==> src/rtl/fetch_queue.sv <==
// fetch_queue: instruction prefetch FIFO between a synchronous instruction memory
// and decode. Tracks a fetch PC, one outstanding read, and DEPTH {instr, pc} entries.
module fetch_queue #(
  parameter int DEPTH = 4
) (
  input  logic        clk,
  input  logic        rst,
  input  logic        brz,
  input  logic        brn,
  input  logic        j,
  input  logic        zero,
  input  logic        neg,
  input  logic [31:0] rd1,
  output logic [31:0] imem_addr,
  output logic        imem_req,
  input  logic [31:0] imem_data,
  output logic        out_valid,
  input  logic        out_ready,
  output logic [31:0] out_instr,
  output logic [31:0] out_pc
);

  localparam int AW = (DEPTH > 1) ? $clog2(DEPTH) : 1;
  localparam int CW = $clog2(DEPTH + 1);

  logic [31:0]   fetch_pc_q, fetch_pc_d;
  logic [31:0]   inflight_pc_q, inflight_pc_d;
  logic          inflight_q, inflight_d;
  logic [AW-1:0] rd_ptr_q, rd_ptr_d;
  logic [AW-1:0] wr_ptr_q, wr_ptr_d;
  logic [CW-1:0] count_q, count_d;
  logic [31:0]   instr_mem_q [DEPTH];
  logic [31:0]   pc_mem_q    [DEPTH];

  logic          taken;
  logic          push;
  logic          pop;
  logic [CW:0]   occ;

  // Outstanding read counts against capacity so a returning word always has a slot.
  assign taken     = j | (brz & zero) | (brn & neg);
  assign occ       = {1'b0, count_q} + (CW + 1)'(inflight_q);
  assign imem_req  = !rst && !taken && (occ < (CW + 1)'(DEPTH));
  assign imem_addr = fetch_pc_q;
  assign out_valid = (count_q != '0);
  assign out_instr = out_valid ? instr_mem_q[rd_ptr_q] : 32'd0;
  assign out_pc    = out_valid ? pc_mem_q[rd_ptr_q] : 32'd0;
  assign push      = inflight_q & !taken;
  assign pop       = out_valid & out_ready & !taken;

  always_comb begin
    fetch_pc_d    = fetch_pc_q;
    inflight_d    = 1'b0;
    inflight_pc_d = inflight_pc_q;
    rd_ptr_d      = rd_ptr_q;
    wr_ptr_d      = wr_ptr_q;
    count_d       = count_q;
    if (taken) begin
      // Redirect wins over everything: drop queue contents and the in-flight word.
      fetch_pc_d = rd1;
      rd_ptr_d   = '0;
      wr_ptr_d   = '0;
      count_d    = '0;
    end else begin
      if (imem_req) begin
        inflight_d    = 1'b1;
        inflight_pc_d = fetch_pc_q;
        fetch_pc_d    = fetch_pc_q + 32'd1;
      end
      if (push) wr_ptr_d = wr_ptr_q + AW'(1);
      if (pop)  rd_ptr_d = rd_ptr_q + AW'(1);
      case ({push, pop})
        2'b10:   count_d = count_q + CW'(1);
        2'b01:   count_d = count_q - CW'(1);
        default: count_d = count_q;
      endcase
    end
  end

  always_ff @(posedge clk or posedge rst) begin
    if (rst) begin
      fetch_pc_q    <= '0;
      inflight_pc_q <= '0;
      inflight_q    <= 1'b0;
      rd_ptr_q      <= '0;
      wr_ptr_q      <= '0;
      count_q       <= '0;
    end else begin
      fetch_pc_q    <= fetch_pc_d;
      inflight_pc_q <= inflight_pc_d;
      inflight_q    <= inflight_d;
      rd_ptr_q      <= rd_ptr_d;
      wr_ptr_q      <= wr_ptr_d;
      count_q       <= count_d;
    end
  end

  always_ff @(posedge clk or posedge rst) begin
    if (rst) begin
      for (int i = 0; i < DEPTH; i++) begin
        instr_mem_q[i] <= '0;
        pc_mem_q[i]    <= '0;
      end
    end else if (push) begin
      instr_mem_q[wr_ptr_q] <= imem_data;
      pc_mem_q[wr_ptr_q]    <= inflight_pc_q;
    end
  end

endmodule

==> config.mk <==
export PLATFORM = sky130hd
export DESIGN_NAME = fetch_queue
export DESIGN_NICKNAME = d
export VERILOG_FILES = /design/src/rtl/fetch_queue.sv
export SDC_FILE = /design/constraint.sdc
export NUM_CORES = 1
export LEC_CHECK = 0
export ABC_CLOCK_PERIOD_IN_PS = 14700
export CELL_PAD_IN_SITES_DETAIL_PLACEMENT = 1
export CELL_PAD_IN_SITES_GLOBAL_PLACEMENT = 1
export CORE_MARGIN = 2
export CORE_UTILIZATION = 42
export DETAILED_ROUTE_END_ITERATION = 10
export DONT_BUFFER_PORTS = 1
export PLACE_DENSITY = 0.76
export SLEW_MARGIN = 15
export SYNTH_ARGS = -nofsm -noshare
export SYNTH_HDL_FRONTEND = slang
export SYNTH_SLANG_ARGS = --single-unit
==> constraint.sdc <==
create_clock -name clk -period 14.7 [get_ports clk]
set_input_delay 0.735 -clock clk [delete_from_list [all_inputs] [get_ports clk]]
set_output_delay 0.735 -clock clk [all_outputs]
set_load 0.03 [all_outputs]
==> out/results.txt <==
The flow ran to the end, and the final reports show no timing, DRC or antenna violations. The post-synthesis share of cell area spent on full adders, half adders and majority gates is 0.00558. Timing would allow up to 0.271 GHz. The largest vdd supply drop is 93.3 uV. Setup repair after global routing left no endpoint under its margin. Entering global routing, the biggest net connects 188 pins.

The tools report the starting utilization of the core area as 0.427. The tools report the total track usage as 0.195. The run gives 1484 as the number of standard cells in the layout, taps in and fillers out. Yosys mapped a number of flops with a built-in enable equal to 0. In this run the horizontal extent of the chip is 192 um.

The post-synthesis share of cell area spent on and, or, nand and nor gates works out to 0.0672. The number of buffer cells added on primary ports works out to 0. Mean instance size in the synthesized netlist: 14.6 um^2. The TritonCTS sink count was 328; the switching share of total power was 0.255. The startpoint identified for the worst register-to-register timing path is inflight_q$_DFF_PP0_. The core box area is 34600 um^2.

The combinational fraction of design power was 0.119. For this design the static power due to leakage is 7.50 nW. Ratio of routed vias to standard cells: 5.64. Summing over every cut layer, the via total after detailed routing is 8377. The floorplan step set the die height to 192 um. The area taken by multi-input logic gates was 6360 um^2; the worst endpoint data arrival time was 2.95 ns. The tools report the worst-case clock skew as 0.0189 ns. The total CTS buffers is 37. The run gives 4 as the first-pass iteration count of the detailed router. Critical setup path kind: register to output port. The fill cell total of the finished layout was 3368; the cell area after placement was 15300 um^2. TritonCTS built the clock tree. Summed over all nets, the half-perimeter wirelength after detailed placement is 21900 um. CTS placed an instance of clkbuf_16 at the clock tree root. dfrtp_1 is the most common cell in the netlist. The number of different library cells used by synthesis comes to 36. The logs give 1083 for the number of nets in the final layout and 0.292 for the headroom to the max-slew limit.

For the worst setup path, the data required time is 13.97 ns. Setup violations remaining at the end of the flow were counted as 0. The sequential fraction of design power came out at 0.490. The type of the tightest min-delay check was input pin to async pin.

The layout overhead on the synthesized area was 11.2%. The worst register-to-register path has a depth of 5. The worst setup path is captured at an output port. The clock network power share is 0.390, and the share of Yosys cell area claimed by the top area cell type is 0.555. The detailed router finished its first iteration with 389 violations. In this run the remaining antenna-violating nets after routing total 0.

The number of synthesized register bits was 328. The tool flagged a number of max-cap violations equal to 0. Of all cell types, the one taking the most synthesized area is dfrtp_1. The proportion of register bits with asynchronous set or reset after synthesis is 1.00. Clock-pin slew was measured on the worst setup and hold paths at 0.06 ns.

End of the worst register-to-register path: inflight_pc_q[6]$_DFFE_PP0P_. After synthesis, the cell types taking the most area are dfrtp_1 (55%), mux2_2 (21%), mux4_2 (9.7%), and2_1 (2.8%), xnor2_1 (1.6%). The post-synthesis instance total is 1015.

The synthesized area was 14800 um^2; the fraction of synthesized cell area in xor and xnor cells was 0.0207. The clock period minus final worst setup slack was 3.69 ns; the overall die area was 36800 um^2. The first global-routing pass estimated 54900 um of wire. Proportion of layout cells with a drive suffix above 1: 0.403. Dominant combinational cell family by area after synthesis: multiplexers.

Summing internal, switching and leakage power gives 2.29 mW. Clock latency on the worst-skew pair, taken at its later pin, is 0.53 ns. The register area share after synthesis was 0.555.

Ranked by instance count, the synthesized netlist is headed by dfrtp_1 (328), mux2_2 (270), and2_1 (66), mux4_2 (64), nand2_1 (54). The most used flip-flop cell after synthesis is dfrtp_1. H-tree depth: 2. No sink is reached through more buffers than the 3 on the longest clock path. The footprint of the flip-flops and latches was 8220 um^2. The number of placed instances, taps included is 1421. The power density of the placed cells is 139 nW/um^2. The logs give 0 for the total overflow reported by the global router and 170 for the number of top-level pins. The run gives 1.70 mW as the internal power. Mux share of post-synthesis cell area: 0.316. After clock tree synthesis, the flow added hold-fix buffers numbering 0. At the pin with the least slew margin, the transition time is 1.06 ns. The total length of routed wires is 35100 um. The number of antenna violations at the first check in global routing is 2.

Routability-driven placement finished with a final weighted congestion of 0.733. In the routed design, unresolved DRC markers number 0. The cell area after layout is 16500 um^2, and the number of gates resized after cts is 0. The logs give 0 for the final count of pins violating max slew and 9424 for the via count of the first global-routing pass.

The analysis attributes to net switching a power of 0.584 mW. After detailed routing, the average wire length per cell comes to 23.6 um. The element type at the critical path start is a register. In this run the worst path has a maximum fanout of 35.

When the netlist entered floorplanning its net count stood at 1093. For this run, the number of Yosys warnings is 0. Row generation in the floorplan step produced 68 rows. The run gives 0 ns as the sum of negative setup slack. After clock tree synthesis, the setup repair step added 0 buffers. The register-to-register setup slack is 11.84 ns, and the final clock period utilization by the worst path is 0.251. For the number of endpoints with negative hold slack in the final report, the log shows 0. The compound-gate portion of the synthesized area was 0.0158.
==> cells in the final DEF (no fill, tap or decap), drive strengths merged, types with 5 or more instances in the layout <==
cell type / synthesis / final
and2: 66 / 66
buf: 34 / 11
clkbuf: 26 / 54
dfrtp: 328 / 328
ha: 5 / 5
inv: 8 / 9
mux2: 285 / 285
mux4: 64 / 64
nand2: 54 / 54
nand3: 16 / 16
nand4: 7 / 7
nor2: 11 / 11
nor3: 12 / 12
nor4: 8 / 8
o21ai: 31 / 31
xnor2: 27 / 27
xor2: 8 / 8
==> logic make-up after synthesis <==
group,Yosys count
adders and majority gates,6
buffers and inverters,68
muxes,352
AOI/OAI and AO/OA,40
and+or+nand+nor,186
DFF,328
xor gates and xnor gates,35
==> layer usage <==
layer	vias to the layer above	part of all wire	GRT usage
met4	0	0.016	0.0459
met2	184	0.50	0.339
met5	-	0	0
li1	3658	-	-
met1	4499	0.42	0.243
met3	36	0.059	0.0517
==> worst max-delay path, cell delays in order, from the launching register on <==
cell	delay, ns
dfrtp_4	0.80
buf_4	0.70
mux4_2	0.61
and2_1	0.30
==> power groups by stage <==
stage / sequential, mW / combinational [mW] / clock (mW)
floorplan: 1.10 / 0.233 / 0
global placement: 1.13 / 0.264 / 0
detailed placement: 1.14 / 0.276 / 0
CTS: 1.12 / 0.279 / 0.918
global route: 1.14 / 0.298 / 0.957
finish: 1.12 / 0.273 / 0.893
==> stage by stage <==
| stage | utilization | hold WS, ns | setup WS (ns) |
|---|---|---|---|
| 4_1_cts | 0.475 | 0.301 | 10.90 |
| 3_3_place_gp | 0.441 | 0.470 | 11.51 |
| 5_1_grt | 0.475 | 0.314 | 10.82 |
| 2_1_floorplan | - | 0.459 | 4.88 |
| 6_report | 0.475 | 0.229 | 11.01 |
| 3_5_place_dp | 0.441 | 0.482 | 11.50 |
==> state kept, by name, summed over array words and instances (netlist names) <==
| signal | flops |
|---|---|
| count_q | 3 |
| wr_ptr_q | 2 |
| imem_addr | 32 |
| inflight_q | 1 |
| inflight_pc_q | 32 |
| rd_ptr_q | 2 |
| instr_mem_q | 128 |
| pc_mem_q | 128 |
==> worst max-delay path by stage <==
stage / from / to / cells after the start
after floorplan: rst / count_q[0]$_DFFE_PP0P_ / 1
after global placement: rd_ptr_q[0]$_DFFE_PP0P_ / out_pc[0] / 3
after detailed placement: rd_ptr_q[0]$_DFFE_PP0P_ / out_instr[10] / 3
after CTS: rd_ptr_q[0]$_DFFE_PP0P_ / out_instr[13] / 3
after global routing: rd_ptr_q[0]$_DFFE_PP0P_ / out_instr[13] / 3
final: rd_ptr_q[0]$_DFFE_PP0P_ / out_instr[13] / 3
==> final cells by class <==
type / count / share of cell area
tap: 455 / 0.0346
clock inverter: 8 / 0.00449
inverter: 8 / 0.00228
timing repair buffer: 11 / 0.00578
clock buffer: 54 / 0.0670
multi-input combinational: 619 / 0.386
sequential: 328 / 0.499
antenna: 1 / 0.000152
Power figures use the tool's default switching activity.
